<file path="config.mk">
export PLATFORM = sky130hd
export DESIGN_NAME = axi_rd_arbiter
export DESIGN_NICKNAME = d
export VERILOG_FILES = /design/src/rtl/axi_rd_arb_pkg.sv /design/src/rtl/axi_rd_arb_cnt.sv /design/src/rtl/axi_rd_arbiter.sv
export SDC_FILE = /design/constraint.sdc
export NUM_CORES = 1
export LEC_CHECK = 0
export ABC_AREA = 1
export CAP_MARGIN = 10
export CORE_AREA = 2 2 242 244
export CTS_BUF_LIST = sky130_fd_sc_hd__clkbuf_16
export DETAILED_ROUTE_END_ITERATION = 10
export DIE_AREA = 0 0 244 246
export SETUP_SLACK_MARGIN = 0.4
export SKIP_CTS_REPAIR_TIMING = 1
export SLEW_MARGIN = 20
export SYNTH_ARGS = -nofsm -noshare
export SYNTH_HDL_FRONTEND = slang
export SYNTH_HIERARCHICAL = 1
export SYNTH_SLANG_ARGS = --single-unit
export TNS_END_PERCENT = 30
</file>
<file path="constraint.sdc">
create_clock -name pll_core_cpuclk -period 2.3 [get_ports pll_core_cpuclk]
set_input_delay 0.345 -clock pll_core_cpuclk [delete_from_list [all_inputs] [get_ports pll_core_cpuclk]]
set_output_delay 0.345 -clock pll_core_cpuclk [all_outputs]
set_load 0.1 [all_outputs]
</file>
<file path="src/rtl/axi_rd_arb_pkg.sv">
//============================================================================
// axi_rd_arb_pkg: shared widths, FSM state type and payload layout helpers.
// Rev 1.0
//============================================================================
`default_nettype none

package axi_rd_arb_pkg;

  localparam int ADDR_W  = 40;
  localparam int DATA_W  = 128;
  localparam int LEN_W   = 8;
  localparam int SIZE_W  = 3;
  localparam int BURST_W = 2;
  localparam int RESP_W  = 2;
  localparam int CNT_W   = 4;

  typedef enum logic [0:0] {
    ST_IDLE  = 1'b0,
    ST_ISSUE = 1'b1
  } arb_state_e;

  // AR payload: {araddr, arlen, arsize, arburst, arid}; id occupies the LSBs.
  function automatic int ar_w(input int id_w);
    return ADDR_W + LEN_W + SIZE_W + BURST_W + id_w;
  endfunction

  // R payload: {rdata, rresp, rlast, rid}; rlast sits just above rid.
  function automatic int r_w(input int id_w);
    return DATA_W + RESP_W + 1 + id_w;
  endfunction

  function automatic int r_last_bit(input int id_w);
    return id_w;
  endfunction

endpackage

`default_nettype wire

</file>
<file path="src/rtl/axi_rd_arb_cnt.sv">
//============================================================================
// axi_rd_arb_cnt: per-master outstanding-burst counter with limit and underflow flag.
// Rev 1.0
//============================================================================
`default_nettype none

module axi_rd_arb_cnt
  import axi_rd_arb_pkg::*;
#(
  parameter int MAX_OUTST = 4,
  parameter int W         = CNT_W
) (
  input  logic         clk,
  input  logic         rst,
  input  logic         i_inc,
  input  logic         i_dec,
  output logic [W-1:0] o_cnt,
  output logic         o_at_lim,
  output logic         o_err
);

  localparam logic [W-1:0] C_MAX = W'(MAX_OUTST);
  localparam logic [W-1:0] C_ONE = W'(1);

  logic [W-1:0] r_cnt;
  logic         r_err;

  always_ff @(posedge clk or posedge rst) begin
    if (rst) begin
      r_cnt <= '0;
      r_err <= 1'b0;
    end else if (i_inc && !i_dec) begin
      if (r_cnt != C_MAX) r_cnt <= r_cnt + C_ONE;
    end else if (i_dec && !i_inc) begin
      // A last beat with nothing outstanding is a slave protocol error; hold at 0.
      if (r_cnt == '0) r_err <= 1'b1;
      else             r_cnt <= r_cnt - C_ONE;
    end
  end

  assign o_cnt    = r_cnt;
  assign o_at_lim = (r_cnt >= C_MAX);
  assign o_err    = r_err;

endmodule

`default_nettype wire

</file>
<file path="src/rtl/axi_rd_arbiter.sv">
//============================================================================
// axi_rd_arbiter: 2:1 AXI read arbiter, round-robin AR grant, R routed by ID MSB.
// Rev 1.0
//============================================================================
`default_nettype none

module axi_rd_arbiter
  import axi_rd_arb_pkg::*;
#(
  parameter int ID_W      = 8,
  parameter int MAX_OUTST = 4
) (
  input  logic                        pll_core_cpuclk,
  input  logic                        pad_cpu_rst,
  input  logic                        m0_arvalid,
  output logic                        m0_arready,
  input  logic [ar_w(ID_W)-1:0]       m0_ar_pay,
  output logic                        m0_rvalid,
  input  logic                        m0_rready,
  output logic [r_w(ID_W)-1:0]        m0_r_pay,
  input  logic                        m1_arvalid,
  output logic                        m1_arready,
  input  logic [ar_w(ID_W)-1:0]       m1_ar_pay,
  output logic                        m1_rvalid,
  input  logic                        m1_rready,
  output logic [r_w(ID_W)-1:0]        m1_r_pay,
  output logic                        s_arvalid,
  input  logic                        s_arready,
  output logic [ar_w(ID_W+1)-1:0]     s_ar_pay,
  input  logic                        s_rvalid,
  output logic                        s_rready,
  input  logic [r_w(ID_W+1)-1:0]      s_r_pay,
  output logic [CNT_W-1:0]            m0_outst,
  output logic [CNT_W-1:0]            m1_outst
);

  localparam int AR_M_W = ar_w(ID_W);
  localparam int AR_S_W = ar_w(ID_W + 1);
  localparam int R_S_W  = r_w(ID_W + 1);
  localparam int LAST_B = r_last_bit(ID_W + 1);

  arb_state_e          r_state;
  arb_state_e          w_state_nxt;
  logic                r_src;
  logic                r_rr_last;
  logic [AR_S_W-1:0]   r_ar_pay;

  logic                w_lim0, w_lim1, w_err0, w_err1;
  logic                w_elig0, w_elig1;
  logic                w_gnt_any, w_gnt_src, w_s_ar_hs;
  logic [AR_M_W-1:0]   w_gnt_pay;
  logic                w_r_sel, w_r_done;

  assign w_elig0 = m0_arvalid && !w_lim0;
  assign w_elig1 = m1_arvalid && !w_lim1;

  always_comb begin
    w_state_nxt = r_state;
    w_gnt_any   = 1'b0;
    w_gnt_src   = 1'b0;
    w_s_ar_hs   = 1'b0;
    case (r_state)
      ST_IDLE: begin
        if (w_elig0 || w_elig1) begin
          w_gnt_any   = 1'b1;
          w_gnt_src   = (w_elig0 && w_elig1) ? ~r_rr_last : w_elig1;
          w_state_nxt = ST_ISSUE;
        end
      end
      ST_ISSUE: begin
        if (s_arready) begin
          w_s_ar_hs   = 1'b1;
          w_state_nxt = ST_IDLE;
        end
      end
      default: w_state_nxt = ST_IDLE;
    endcase
  end

  assign w_gnt_pay  = w_gnt_src ? m1_ar_pay : m0_ar_pay;
  assign m0_arready = w_gnt_any & ~w_gnt_src;
  assign m1_arready = w_gnt_any &  w_gnt_src;
  assign s_arvalid  = (r_state == ST_ISSUE);
  assign s_ar_pay   = r_ar_pay;

  // rr_last resets to 1 so master 0 wins the first tie.
  always_ff @(posedge pll_core_cpuclk or posedge pad_cpu_rst) begin
    if (pad_cpu_rst) begin
      r_state   <= ST_IDLE;
      r_src     <= 1'b0;
      r_rr_last <= 1'b1;
      r_ar_pay  <= '0;
    end else begin
      r_state <= w_state_nxt;
      if (w_gnt_any) begin
        r_src    <= w_gnt_src;
        r_ar_pay <= {w_gnt_pay[AR_M_W-1:ID_W], w_gnt_src, w_gnt_pay[ID_W-1:0]};
      end
      if (w_s_ar_hs) r_rr_last <= r_src;
    end
  end

  assign w_r_sel   = s_r_pay[ID_W];
  assign m0_rvalid = s_rvalid & ~w_r_sel;
  assign m1_rvalid = s_rvalid &  w_r_sel;
  assign s_rready  = w_r_sel ? m1_rready : m0_rready;
  assign m0_r_pay  = {s_r_pay[R_S_W-1:ID_W+1], s_r_pay[ID_W-1:0]};
  assign m1_r_pay  = {s_r_pay[R_S_W-1:ID_W+1], s_r_pay[ID_W-1:0]};
  assign w_r_done  = s_rvalid & s_rready & s_r_pay[LAST_B];

  axi_rd_arb_cnt #(.MAX_OUTST(MAX_OUTST), .W(CNT_W)) u_cnt0 (
    .clk      (pll_core_cpuclk),
    .rst      (pad_cpu_rst),
    .i_inc    (w_s_ar_hs & ~r_src),
    .i_dec    (w_r_done & ~w_r_sel),
    .o_cnt    (m0_outst),
    .o_at_lim (w_lim0),
    .o_err    (w_err0)
  );

  axi_rd_arb_cnt #(.MAX_OUTST(MAX_OUTST), .W(CNT_W)) u_cnt1 (
    .clk      (pll_core_cpuclk),
    .rst      (pad_cpu_rst),
    .i_inc    (w_s_ar_hs & r_src),
    .i_dec    (w_r_done & w_r_sel),
    .o_cnt    (m1_outst),
    .o_at_lim (w_lim1),
    .o_err    (w_err1)
  );

  a_no_underflow: assert property (@(posedge pll_core_cpuclk) disable iff (pad_cpu_rst)
    !(w_err0 || w_err1));

endmodule

`default_nettype wire

</file>
Yosys cells after proc, flatten, opt, wreduce, memory -nomap -nowiden:

Cells that the tools add are included.

* equality and inequality tests: 6
* mux-type cells: 19
* shifts and indexed selects: 0
* $mul: 0
* div/mod/pow operators: 0
* reductions and logical operators: 20
* order comparisons: 2
* bitwise operators: 15
* add/sub/neg operators: 4

Operator list (count)
* $mux W61: 1
* $mux W4: 8
* $and A1 B1 Y1: 10
* $mux W1: 9
* $add A4 B1 Y4 const B: 2
* $ge A4 B3 Y1 const B: 2
* $logic_not A4 Y1: 2
* $ne A4 B3 Y1 const B: 2
* $sub A4 B1 Y4 const B: 2
* $logic_and A1 B1 Y1: 7
* $logic_not A1 Y1: 6
* $reduce_and A3 Y1: 2
* $not A1 Y1: 5
* $ne A2 B1 Y1 const B: 2
* $ne A2 B2 Y1 const B: 2
* $reduce_bool A2 Y1: 2
* $pmux W1 S2: 1
* $logic_or A1 B1 Y1: 1

* logic and storage cells: 72
* bits in read-only memories: 0
* output and inout bits: 354
* register bits: 73
* memory bits (writable): 0
* latch bits: 0
* memories kept: 0
* input port bits: 270

Depth between registers and ports, before layout:

* word-level depth: 9
* mapped depth: 13
* depth with buffers taken out: 13

Hierarchy:

The synthesis kept the hierarchy.

By module, submodules not included
* axi_rd_arbiter: times used 1, seq. area each 1602.8 sq um, area each 5640.4 sq um, cells each 804
* axi_rd_arb_cnt: times used 2, seq. area each 125.1 sq um, area each 397.9 sq um, cells each 52

Worst setup path before layout:

No wires, ideal clock.

* path kind: register to output
* from: reg u_cnt1.r_cnt[2], in the netlist u_cnt1/o_cnt[2]
* to: out m0_arready
* arrival: 3232 ps
* path buffers: 1
* data required time: 1955 ps
* cell stages (with the launch flop): 10
* slack: -1277 ps
* cells stage by stage: dfrtp_1 > nor2_2 > inv_1 > inv_1 > nand2_1 > nor2_4 > nand2_2 > inv_2 > buf_2 > nor2_1

* word-level cells in the longest chain between the ends: 9
* elaborated cells on any way between the ends: 12
* those cells by class: order compare (1); mux (5); bitwise (2); reduce/logical (4)

Ends and longest elaborated chain
* start, declared: line axi_rd_arb_cnt.sv:25 `logic [W-1:0] r_cnt;`
* start signal, assigned: line axi_rd_arb_cnt.sv:33 `if (r_cnt != C_MAX) r_cnt <= r_cnt + C_ONE;`
* start signal, assigned: line axi_rd_arb_cnt.sv:37 `else r_cnt <= r_cnt - C_ONE;`
* $ge A4 B3 Y1 *: line axi_rd_arb_cnt.sv:42 `assign o_at_lim = (r_cnt >= C_MAX);`
* net w_lim1: line axi_rd_arbiter.sv:48 `logic w_lim0, w_lim1, w_err0, w_err1;`
* $logic_not A1 Y1 *: line axi_rd_arbiter.sv:55 `assign w_elig1 = m1_arvalid && !w_lim1;`
* $logic_and A1 B1 Y1 *: line axi_rd_arbiter.sv:55
* $logic_and A1 B1 Y1: line axi_rd_arbiter.sv:66 `w_gnt_src = (w_elig0 && w_elig1) ? ~r_rr_last : w_elig1;`
* $mux W1: line axi_rd_arbiter.sv:66
* $mux W1: line axi_rd_arbiter.sv:64 `if (w_elig0 || w_elig1) begin`
* $mux W1: line axi_rd_arbiter.sv:62 `case (r_state)`
* $not A1 Y1: line axi_rd_arbiter.sv:81 `assign m0_arready = w_gnt_any & ~w_gnt_src;`
* $and A1 B1 Y1 *: line axi_rd_arbiter.sv:81
* end, declared: line axi_rd_arbiter.sv:16 `output logic m0_arready,`

The timed path passes the listed nets; every way through them passes the cells marked *.

Final worst setup path:

* from: reg u_cnt1.r_cnt[3], in the netlist u_cnt1/o_cnt[3]
* to: out m0_arready

Same word-level chain as after synthesis.

==> results_dict.tcl <==
set metrics [dict create \
    synthCells 904 \
    r2r-end "s_ar_pay[47]" \
    final_cell_mix "nand2_1 (213), nand3_1 (128), clkdlybuf4s50_1 (125)" \
    worstSetupPathType "flop to output port" \
    layout_min_cycle_time_ns 2.16 \
    status "completed" \
    crit_family "simple AND/OR/NAND/NOR gates" \
    grt_pass1_wl_um 31900 \
    gp_congestion 0.726 \
    grt_max_degree 36 \
    fmax_ghz 0.463 \
    worstPathArrival_ns 1.81 \
    crit_path_max_incr_delay_ns 0.51 \
    crit_chain "nor2_4 > inv_2 > inv_2 > nand2_2 > nor2_4 > nand2_8 > inv_16 > nor2_4 > buf_12" \
    maxSlewHeadroom_pct 65.9 \
    met3_length_um 3150 \
    skew_ns 0.0101 \
    path_buf_inv 4 \
    powerDensity_mw_per_mm2 1650 \
    drt_first_pass_iters 4 \
    dr.max_layer_used "met5" \
    met1_length_um 8330 \
    avgSynthCellArea_um2 7.04 \
    syn_area_mm2 0.00637 \
    dp_hpwl_um 18400 \
    routedWlPerCell_um 14.1 \
    tns_ns 0 \
    setup_violations 0 \
    die_y_um 246 \
    max_cap_viol_count 0 \
    clk_latency_ns 0.37 \
    finalCritPeriodShare_pct 93.8 \
    vias 5111 \
    critPathMaxFanout 5 \
    worst_pin_slew_ns 0.511 \
    reg2reg_depth 10 \
    yosysWarnings 6 \
    cts_sinks 72 \
    final_common_cell "nand2_1" \
    cts_root_buf "clkbuf_16" \
    dr_wl_met2_um 9860 \
    clockBufferDepth 2 \
    drc 0 \
    leakage_nw 3.95 \
    hold_depth 2 \
    cts_tree "yes" \
    crit_slowest_cell "dfrtp_4" \
    finalHoldViolations 0 \
    nNetsFinal 1142 \
    cp_common_cell "nor2_4" \
    antenna_found_initial 0 \
    maxSlewViolCount 0 \
    grt_pass1_vias 4919 \
    fillCellCount 6584 \
    rows 88 \
    cp.required_ns 1.96 \
    worstSetupStartpointType "flop" \
    ant_nets 0 \
    initialDrtViolationCount 168 \
    ios 624 \
    r2r-start "u_cnt1/o_cnt[3]" \
    grt.total_usage_pct 7.44 \
    holdPathEnd "s_arvalid" \
    rsz0062_at_grt "true" \
    drive_gt1_share_pct 21.7 \
    crit_cells 9 \
    cts_buffers 9 \
    insertedDiodeCount 0 \
    port_buffers 209 \
    die_width_um 244 \
    die-area_mm2 0.0600 \
    placed_cells 1594 \
    clkTransAtPathRegs_ns 0.06 \
    end_kind "output port" \
    h-tree-depth 3 \
    start_util_pct 11.1 \
    grt.overflow.total 0 \
    vdd_drop_max_mv 1.09 \
    wirelength_um 23100 \
    area_growth_syn_to_layout_pct 24.2 \
    core-area_mm2 0.0574 \
    ff2ff_setup_slack_ns 0.38 \
    hp-start "s_arready" \
    hold_path.class "input pin to flop" \
    synth_nets 1184 \
    layout.cells.non_filler 1632 \
    via_per_inst 3.13 \
]
## worst reg2reg max path: cells and delay by family (launching register included)
family	cells	cell delay [ns]
AND/OR/NAND/NOR	6	0.78
flip-flops	1	0.51
buffers and inverters	4	0.50
## how the worst max path moves through the flow
stage | startpoint | end
2_1_floorplan | u_cnt0/o_cnt[3] | m0_arready
3_3_place_gp | s_r_pay[9] | u_cnt1/o_cnt[3]
3_5_place_dp | s_r_pay[9] | u_cnt1/o_cnt[3]
4_1_cts | u_cnt1/o_cnt[2] | m0_arready
5_1_grt | u_cnt1/o_cnt[3] | m0_arready
6_report | u_cnt1/o_cnt[3] | m0_arready
## report_power, final
| group | switching (mW) | internal, mW | leakage, nW |
|---|---|---|---|
| Clock | 0.610 | 0.710 | 0.139 |
| Sequential | 0.508 | 1.94 | 0.874 |
| Combinational | 7.05 | 2.23 | 2.93 |
| Total | 8.16 | 4.88 | 3.95 |
## area by class of cell
type / count / area [µm²] / share of cell area [%]
clock buffers: 9 / 225 / 2.85
clock inverters: 7 / 31.3 / 0.395
inverters: 133 / 517 / 6.53
multi-input cells: 391 / 1970 / 24.9
flip-flops and latches: 72 / 1820 / 23.0
well taps: 765 / 957 / 12.1
repair buffers: 255 / 2390 / 30.2
## sequential cells by signal, indices dropped and copies added, names as in the netlist
register	cells
s_ar_pay	62
u_cnt0/o_cnt	4
u_cnt1/o_cnt	4
r_rr_last	1
s_arvalid	1
## through the flow
step | utilization, % | worst slack [ns] | hold slack [ns] | instance area [µm²] | power, mW
after floorplan | - | 0.138 | 0.111 | 6440 | 11.3
after global placement | 12.8 | -0.236 | 0.466 | 7320 | 11.4
after detailed placement | 12.8 | -0.283 | 0.466 | 7320 | 11.5
after CTS | 13.2 | -0.259 | 0.328 | 7570 | 12.9
after global routing | 13.8 | 0.00956 | 0.284 | 7910 | 13.9
final | 13.8 | 0.142 | 0.293 | 7910 | 13.0
## routing by layer
metal,vias to the layer above,track usage (%)
met2,405,10.7
met3,123,4.37
met5,-,0.572
met1,2233,7.54
met4,2,6.71
li1,2348,-
Note: power is estimated with default switching activity, not from simulation.
